### src/rtl/cfg_regbank_if.sv
// FX configuration bus: write port, read port and registered read data.
// The master drives strobes, addresses and write data; the slave returns fx_q.
interface cfg_regbank_if #(
  parameter int unsigned DW = 8
);

  logic          fx_wr;
  logic [21:0]   fx_waddr;
  logic [DW-1:0] fx_data;
  logic          fx_rd;
  logic [21:0]   fx_raddr;
  logic [DW-1:0] fx_q;

  modport master (
    output fx_wr,
    output fx_waddr,
    output fx_data,
    output fx_rd,
    output fx_raddr,
    input  fx_q
  );

  modport slave (
    input  fx_wr,
    input  fx_waddr,
    input  fx_data,
    input  fx_rd,
    input  fx_raddr,
    output fx_q
  );

endinterface

### src/rtl/cfg_regbank.sv
// Configuration register bank on the FX bus.
// NREG registers of DW bits are held as a shadow/active pair. Writes land in the
// shadow copy; a commit write copies every shadow register to the active copy in
// one cycle. Active registers drive cfg_bus. Reads are registered (1-cycle
// latency) and return zero when this device is not addressed so that fx_q of
// several devices can be OR-combined.
module cfg_regbank #(
  parameter int unsigned        DW       = 8,
  parameter int unsigned        NREG     = 16,
  parameter logic [NREG*DW-1:0] RST_VAL  = '0,
  parameter logic [5:0]         BCAST_ID = 6'h3F
) (
  input  logic                 clk_sys,
  input  logic                 rst_n,
  input  logic [5:0]           dev_id,
  cfg_regbank_if.slave         fx,
  output logic [NREG*DW-1:0]   cfg_bus,
  output logic                 cfg_upd,
  output logic [7:0]           commit_cnt
);

  localparam int unsigned IdxW = (NREG > 1) ? $clog2(NREG) : 1;
  // Commit counter widened so it can be truncated or zero-extended to DW.
  localparam int unsigned CntW = (DW > 8) ? DW : 8;

  localparam logic [15:0] CommitIdx = 16'hFFFF;
  localparam logic [14:0] CntIdx    = 15'h7FFE;

  logic [DW-1:0] shadow_q [NREG];
  logic [DW-1:0] shadow_d [NREG];
  logic [DW-1:0] active_q [NREG];
  logic [DW-1:0] active_d [NREG];
  logic [7:0]    cnt_q, cnt_d;
  logic          upd_q, upd_d;
  logic [DW-1:0] fx_q_q, fx_q_d;

  logic            wr_hit, wr_reg, wr_commit;
  logic            rd_hit, rd_reg, rd_cnt;
  logic [IdxW-1:0] widx, ridx;
  logic [CntW-1:0] cnt_ext;
  logic [DW-1:0]   rdata;

  // Write decode: own ID or broadcast; index 16'hFFFE and other out-of-range
  // indices fall through both selects and are ignored.
  always_comb begin
    wr_hit    = fx.fx_wr && ((fx.fx_waddr[21:16] == dev_id) ||
                             (fx.fx_waddr[21:16] == BCAST_ID));
    wr_reg    = wr_hit && (32'(fx.fx_waddr[15:0]) < NREG);
    wr_commit = wr_hit && (fx.fx_waddr[15:0] == CommitIdx);
    widx      = fx.fx_waddr[IdxW-1:0];
  end

  // Read decode: exact ID match only, broadcast ID never answers a read.
  always_comb begin
    rd_hit = fx.fx_rd && (fx.fx_raddr[21:16] == dev_id);
    rd_reg = 32'(fx.fx_raddr[14:0]) < NREG;
    rd_cnt = fx.fx_raddr[14:0] == CntIdx;
    ridx   = fx.fx_raddr[IdxW-1:0];
  end

  assign cnt_ext = CntW'(cnt_q);

  // Read data mux from current (pre-edge) state, so same-cycle writes and
  // commits are not visible to the read.
  always_comb begin
    rdata = '0;
    if (rd_hit) begin
      if (rd_reg) begin
        rdata = fx.fx_raddr[15] ? shadow_q[ridx] : active_q[ridx];
      end else if (rd_cnt) begin
        rdata = cnt_ext[DW-1:0];
      end
    end
  end

  // Next-state for shadow/active copies, commit counter, pulse and read data.
  always_comb begin
    shadow_d = shadow_q;
    active_d = active_q;
    cnt_d    = cnt_q;
    upd_d    = 1'b0;
    fx_q_d   = fx_q_q;
    if (wr_reg) begin
      shadow_d[widx] = fx.fx_data;
    end
    if (wr_commit) begin
      active_d = shadow_q;
      cnt_d    = cnt_q + 8'd1;
      upd_d    = 1'b1;
    end
    // fx_q reloads on every read strobe, with zero if not addressed.
    if (fx.fx_rd) begin
      fx_q_d = rdata;
    end
  end

  // State registers with synchronous active-low reset.
  always_ff @(posedge clk_sys) begin
    if (!rst_n) begin
      for (int i = 0; i < NREG; i++) begin
        shadow_q[i] <= RST_VAL[i*DW +: DW];
        active_q[i] <= RST_VAL[i*DW +: DW];
      end
      cnt_q  <= '0;
      upd_q  <= 1'b0;
      fx_q_q <= '0;
    end else begin
      shadow_q <= shadow_d;
      active_q <= active_d;
      cnt_q    <= cnt_d;
      upd_q    <= upd_d;
      fx_q_q   <= fx_q_d;
    end
  end

  for (genvar g = 0; g < NREG; g++) begin : g_cfg_bus
    assign cfg_bus[g*DW +: DW] = active_q[g];
  end

  assign cfg_upd    = upd_q;
  assign commit_cnt = cnt_q;
  assign fx.fx_q    = fx_q_q;

endmodule

### src/flat_wrapper.sv
// flat-port wrapper written by rule: the top's interface ports become plain ports
module cfg_regbank_flat 
#(
  parameter int unsigned        DW       = 8,
  parameter int unsigned        NREG     = 16,
  parameter logic [NREG*DW-1:0] RST_VAL  = '0,
  parameter logic [5:0]         BCAST_ID = 6'h3F
)
  (clk_sys, rst_n, dev_id, cfg_bus, cfg_upd, commit_cnt, fx_fx_wr, fx_fx_waddr, fx_fx_data, fx_fx_rd, fx_fx_raddr, fx_fx_q);
  cfg_regbank_if #(.DW(DW)) fx_i ();
  input  logic clk_sys;
  input  logic rst_n;
  input  logic [5:0] dev_id;
  output logic [NREG*DW-1:0] cfg_bus;
  output logic cfg_upd;
  output logic [7:0] commit_cnt;
  input wire logic [$bits(fx_i.fx_wr)-1:0] fx_fx_wr;
  input wire logic [$bits(fx_i.fx_waddr)-1:0] fx_fx_waddr;
  input wire logic [$bits(fx_i.fx_data)-1:0] fx_fx_data;
  input wire logic [$bits(fx_i.fx_rd)-1:0] fx_fx_rd;
  input wire logic [$bits(fx_i.fx_raddr)-1:0] fx_fx_raddr;
  output wire logic [$bits(fx_i.fx_q)-1:0] fx_fx_q;
  assign fx_i.fx_wr = fx_fx_wr;
  assign fx_i.fx_waddr = fx_fx_waddr;
  assign fx_i.fx_data = fx_fx_data;
  assign fx_i.fx_rd = fx_fx_rd;
  assign fx_i.fx_raddr = fx_fx_raddr;
  assign fx_fx_q = fx_i.fx_q;
  cfg_regbank #(.DW(DW), .NREG(NREG), .RST_VAL(RST_VAL), .BCAST_ID(BCAST_ID)) u_core (.clk_sys(clk_sys), .rst_n(rst_n), .dev_id(dev_id), .fx(fx_i), .cfg_bus(cfg_bus), .cfg_upd(cfg_upd), .commit_cnt(commit_cnt));
endmodule
### config.mk
export PLATFORM = sky130hd
export DESIGN_NAME = cfg_regbank_flat
export DESIGN_NICKNAME = d
export VERILOG_FILES = /design/src/rtl/cfg_regbank_if.sv /design/src/rtl/cfg_regbank.sv /design/src/flat_wrapper.sv
export SDC_FILE = /design/constraint.sdc
export NUM_CORES = 1
export LEC_CHECK = 0
export CORE_MARGIN = 5
export CORE_UTILIZATION = 58
export DETAILED_ROUTE_END_ITERATION = 6
export PLACE_DENSITY = 0.83
export SKIP_CTS_REPAIR_TIMING = 1
export SLEW_MARGIN = 40
export SYNTH_ARGS = -nofsm -noshare
export SYNTH_HDL_FRONTEND = slang
export SYNTH_SLANG_ARGS = --single-unit
export TNS_END_PERCENT = 20
### constraint.sdc
create_clock -name clk_sys -period 3.25 [get_ports clk_sys]
set_clock_uncertainty 0.05 [all_clocks]
set_input_delay 0.4875 -clock clk_sys [delete_from_list [all_inputs] [get_ports clk_sys]]
set_output_delay 0.4875 -clock clk_sys [all_outputs]
set_load 0.01 [all_outputs]
==> metrics, run 1 <==
crit start category=input pin; wire length per cell=roughly 23 um; die width=156 um; setup TNS=0 ns; Final Util=0.746; syn avg cell area=10.3 sq um; Max Cap Viol=0; compound-gate portion of the synthesized area=0.0431; run status=finished, final reports clean; WL final=37900 um; I/O Buffers=206; Synth cell types=45; FP Rows=53; antenna viol nets, final=0; share of flip-flops with an asynchronous set or reset=0; CP Class=in -> reg; Post-Synth Simple-Gate Area=0.142; most frequent cells in the layout=mux2i_1, nand2_1, dfxtp_1; Slew headroom=0.478; Initial DRC Count=around 1000; mux cell area share after synthesis=0.325; Mapped Nets=1264; placed cell area=about 15000 sq um; worst skew pair latency=~0.53 ns; Gate Count Post-Synth=1201; clock-pin slew on the worst setup and hold paths=0.07 ns; area share of fa/ha/maj cells after synthesis=0.00101; Die ar.=24400 sq um; I/O pin total=207; period utilization=0.782; commonest non-fill, non-tap cell in the layout=mux2i_1; Worst EP arrival=2.94 ns; Seq cells post-synth=273; PD cells=about 450 nW/um^2; Max VDD drop=roughly 0.00037 V; GR Util All Layers=0.298; register area share after synthesis=0.441; Area Overhead vs Synth=26.7%; Pre-antenna DRT Iters=6; vias per std cell=slightly above 6; RSZ-0062 raised after global routing=no; CP Capture Type=register; Peak Freq=393 MHz; largest net degree at the start of global routing=161; core footprint=21000 sq um; fin nets=1442; Fill cells=~1400; Crit Path Max Fanout=22; GR Overflow Total=0; HPWL after DPL=26500 um; H-tree levels=1; worst slew pin tran=0.784 ns; Yosys warning total=0; largest family of logic cells by synthesized area=multiplexers; Mapped Area=12400 sq um; Final min period=2.54 ns; leakage power=6.55 nW; endpoints failing setup=0; number of CTS-inserted buffers=27; RePlAce Congestion=approximately 0.95; required time worst endpoint=roughly 3.7 ns; clock buffer depth=3; clock tree sinks=273; Final Max Slew Viols=0; first-pass GRT wire length=57500 um; final hold vios=0; CTS tree=built; clk root buf=clkbuf_16; EDFF count, synth=0; vias in the first global route=between 10000 and 15000; final instance area=approximately 16000 sq um; initial antenna violation count=3; ys flop type=dfxtp_1; # diodes=0; Post-Synth XOR/XNOR Area=0.00849; fraction of layout cells with a size suffix above 1=0.0994; via count=10194; DRC viols=0; Die Y=156 um; initial core utilization=0.589; Hold Path Class=in -> reg
cell type report:
class	count	area [sq um]	share of cell area
sequential	273	5470	0.348
tap	275	344	0.0219
clock buffer	36	729	0.0465
inverter	3	11.3	0.000718
multi-input combinational	824	6450	0.411
timing repair buffer	250	2470	0.157
clock inverter	12	223	0.0142
sequential cells by signal, summed over array words and instances (netlist names):
register / count
u_core.cfg_bus: 128
u_core.cfg_upd: 1
u_core.commit_cnt: 8
u_core.fx.fx_q: 8
u_core.shadow_q: 128
layer usage:
| layer | wire, um | track usage | part of all wire |
|---|---|---|---|
| met4 | 1170 | 0.106 | 0.031 |
| met5 | 41 | 0 | 0.0011 |
| met2 | 18400 | 0.504 | 0.49 |
| met1 | 14800 | 0.383 | 0.39 |
| met3 | 3460 | 0.0563 | 0.091 |
report_power, final:
part,internal [mW],switching [mW],total [mW]
logic,0.159,0.232,0.391
clock network,2.05,1.32,3.38
registers,3.34,0.000000566,3.34
metrics by stage:
stage | total power [mW] | cells | hold WS (ns) | worst slack (ns)
after floorplan | 3.64 | 1201 | 0.403 | 1.11
after global placement | 3.80 | 1625 | 0.410 | 0.322
after detailed placement | 3.80 | 1625 | 0.421 | 0.192
after CTS | 7.11 | 1673 | 0.272 | 0.738
after global routing | 7.29 | 1673 | 0.283 | 0.571
final | 7.11 | 1673 | 0.283 | 0.707
worst max-delay path, cell delays in order:
cell and delay, ns:
clkdlybuf4s50_1 0.57, xor2_1 0.17, nor4_1 0.08, a21oi_2 0.52, nand3b_1 0.24, buf_12 0.22, buf_4 0.39, mux2i_1 0.25
kinds of logic after synthesis:
family                     count (synthesis)
adders and majority gates                  1
xor gates and xnor gates                  12
DFF                                      273
and+or+nand+nor                          383
muxes                                    350
buffers and inverters                    104
AOI/OAI and AO/OA                         78
cell usage after synthesis, types with 6 or more instances:
master    number  area, sq um
o221ai_1       6         52.6
and4_1         8         70.1
buf_4          8         60.1
nand3_1       18         90.1
nor4_1         6         37.5
xor2_1         9         78.8
buf_2         41          205
a211oi_1       6         45.0
a21oi_1       19         95.1
nand2_1      274         1030
nand4_1        9         56.3
nor3b_1       15          113
nor2_1         7         26.3
nor2b_1       12         75.1
clkbuf_1      49          184
or3_1          7         43.8
a22oi_1       32          240
mux2i_1      307         3070
dfxtp_1      273         5470
mux4_2        42          946
worst paths after layout:
path,from,end,slack (ns),cells after the start
min,rst_n,u_core.cfg_bus[0]$_SDFFE_PN0P_,0.28,3
min reg2reg,u_core.cfg_bus[26]$_SDFFE_PN0P_,u_core.cfg_bus[26]$_SDFFE_PN0P_,0.43,2
max reg2reg,u_core.shadow_q[15]$_SDFFE_PN0P_,u_core.fx.fx_q[7]$_SDFFE_PN0P_,1.46,4
max,dev_id[0],u_core.cfg_bus[76]$_SDFFE_PN0P_,0.71,8
(Power assumes the default switching activity.)
==> run 2, diff against run 1 <==
--- a/config.mk
+++ b/config.mk
@@ -6,9 +6,9 @@
 export NUM_CORES = 1
 export LEC_CHECK = 0
 export CORE_MARGIN = 5
-export CORE_UTILIZATION = 58
+export CORE_UTILIZATION = 48
 export DETAILED_ROUTE_END_ITERATION = 6
-export PLACE_DENSITY = 0.83
+export PLACE_DENSITY = 0.73
 export SKIP_CTS_REPAIR_TIMING = 1
 export SLEW_MARGIN = 40
 export SYNTH_ARGS = -nofsm -noshare
==> constraint.sdc (replaced) <==
create_clock -name clk_sys -period 2.32 [get_ports clk_sys]
set_clock_uncertainty 0.05 [all_clocks]
set_input_delay 0.348 -clock clk_sys [delete_from_list [all_inputs] [get_ports clk_sys]]
set_output_delay 0.348 -clock clk_sys [all_outputs]
set_load 0.01 [all_outputs]
==> run 2 against run 1 <==
Net effect: sequential power up 40%; setup slack worse by 0.44 ns; register-to-register slack worse by 0.98 ns; first-iteration DRC count down 14%; via count up 0.43%; critical path type is now reg -> out; clock-buffer cell count up 2; sequential share of layout area down 1.1 points; flip-flop and latch count unchanged; largest power group unchanged; global-route usage down 4.1 points; non-clock buffer count up 37.
==> metrics, run 2 (same netlist as run 1, synthesis figures left out) <==
fraction of layout cells with a size suffix above 1=0.126 (was 0.0994); RSZ-0062 raised after global routing=no (unchanged); Max VDD drop=0.000494 V (was 0.000367 V); HPWL after DPL=28400 um (was 26500 um); Peak Freq=488 MHz; initial core utilization=0.489 (was 0.589); Area Overhead vs Synth=30.8% (was 26.7%); Final min period=just over 2 ns; slowest CP cell=clkdlybuf4s50_1 (unchanged); via count=10238 (was 10194); FP Rows=58 (was 53); worst skew pair latency=0.53 ns (about the same); antenna viol nets, final=0 (unchanged); GR Overflow Total=0 (unchanged); PD cells=622 nW/um^2 (was 453 nW/um^2); clock tree sinks=273 (unchanged); Die Y=171 um (was 156 um); DRC viols=0 (unchanged); placed cell area=15200 sq um (was 14700 sq um); wire length per cell=22.0 um (was 22.6 um); Crit Path Max Fanout=8 (was 22); Die ar.=29100 sq um (was 24400 sq um); clock-pin slew on the worst setup and hold paths=0.07 ns (about the same); clk root buf=clkbuf_16 (unchanged); largest net degree at the start of global routing=87 (was 161); critical path buffer and inverter count=1 (was 3); Final Max Slew Viols=0 (unchanged); most frequent cells in the layout=mux2i_1, nand2_1, dfxtp_1 (unchanged); CP Capture Type=primary output (was register); CP Class=reg -> out (was in -> reg); endpoints failing setup=0 (unchanged); crit start category=register (was input pin); Initial DRC Count=874 (was 1013); Pre-antenna DRT Iters=5 (was 6); commonest non-fill, non-tap cell in the layout=mux2i_1 (unchanged); Final Util=0.639 (was 0.746); initial antenna violation count=0 (was 3); die width=171 um (was 156 um); # diodes=0 (unchanged); I/O Buffers=206 (unchanged); setup TNS=0 ns (unchanged); Hold Path Class=in -> reg (unchanged); vias per std cell=5.79 (was 6.09); CP peak stage delay=0.60 ns (was 0.57 ns); worst slew pin tran=0.717 ns (was 0.784 ns); number of CTS-inserted buffers=27 (unchanged); final hold vios=0 (unchanged); vias in the first global route=10152 (was 10176); WL final=38900 um (was 37900 um); fin nets=1479 (was 1442); Top Family by Delay on Critical Path=buffers and inverters (unchanged); leakage power=6.81 nW (was 6.55 nW); first-pass GRT wire length=58700 um (was 57500 um); clock buffer depth=3 (unchanged); I/O pin total=207 (unchanged); Fill cells=2015 (was 1441); GR Util All Layers=0.257 (was 0.298); core footprint=25300 sq um (was 21000 sq um); CTS tree=built (unchanged); Slew headroom=0.521 (was 0.478); Worst EP arrival=1.65 ns (was 2.94 ns); Max Cap Viol=0 (unchanged); run status=finished, final reports clean (unchanged); final instance area=16200 sq um (was 15700 sq um); H-tree levels=1 (unchanged); worst path cell trace=clkdlybuf4s50_1 (was clkdlybuf4s50_1, xor2_1, nor4_1, a21oi_2, nand3b_1, buf_12, buf_4, mux2i_1); RePlAce Congestion=0.974 (was 0.947); required time worst endpoint=1.92 ns (was 3.65 ns); period utilization=0.883
-- run 2: changes by cell type in the layout (fill, tap and decap cells not counted), sizes merged --
cell    previous run  this run
buf               48        85
bufinv             6         5
clkbuf            36        38
inv                3         4
-- run 2: final cells by class --
| cell class | instances | area, sq um | area share |
|---|---|---|---|
| clock buffers | 38 | 797 | 0.0492 |
| clock inverters | 12 | 194 | 0.0120 |
| well taps | 330 | 413 | 0.0255 |
| flip-flops and latches | 273 | 5470 | 0.338 |
| multi-input cells | 824 | 6440 | 0.398 |
| inverters | 3 | 11.3 | 0.000695 |
| repair buffers | 287 | 2870 | 0.177 |
-- run 2: final timing paths --
| path | from | endpoint | slack (ns) | depth (start not counted) |
|---|---|---|---|---|
| worst min register to register | u_core.cfg_bus[75]$_SDFFE_PN0P_ | u_core.cfg_bus[75]$_SDFFE_PN0P_ | 0.43 | 2 |
| worst max register to register | u_core.cfg_bus[94]$_SDFFE_PN0P_ | u_core.fx.fx_q[6]$_SDFFE_PN0P_ | 0.48 | 4 |
| worst max-delay path | u_core.commit_cnt[0]$_SDFFE_PN0P_ | commit_cnt[0] | 0.27 | 1 |
| worst min-delay path | rst_n | u_core.cfg_bus[3]$_SDFFE_PN0P_ | 0.29 | 4 |
-- run 2: layer usage --
| metal | wire, um | part of all wire | GRT usage | vias up |
|---|---|---|---|---|
| met5 | 0 | 0 | 0 | - |
| met4 | 1570 | 0.040 | 0.0983 | 0 |
| met3 | 2960 | 0.076 | 0.0481 | 102 |
| met2 | 18500 | 0.48 | 0.431 | 428 |
| met1 | 15800 | 0.41 | 0.330 | 4996 |
| li1 | - | - | - | 4712 |
-- run 2: power breakdown --
part / internal [mW] / switching [mW]
Sequential: 4.69 / 0.000000832
Combinational: 0.256 / 0.324
Clock: 2.95 / 1.86
Total: 7.89 / 2.18
-- run 2: metrics by stage --
| stage | hold WS [ns] | instances | total power [mW] | setup WS, ns |
|---|---|---|---|---|
| 6_report | 0.294 | 1767 | 10.1 | 0.270 |
| 5_1_grt | 0.306 | 1767 | 10.4 | 0.160 |
| 4_1_cts | 0.299 | 1767 | 10.1 | 0.279 |
| 3_5_place_dp | 0.416 | 1717 | 5.36 | -0.228 |
| 3_3_place_gp | 0.411 | 1717 | 5.36 | -0.168 |
| 2_1_floorplan | 0.403 | 1201 | 5.09 | 0.316 |
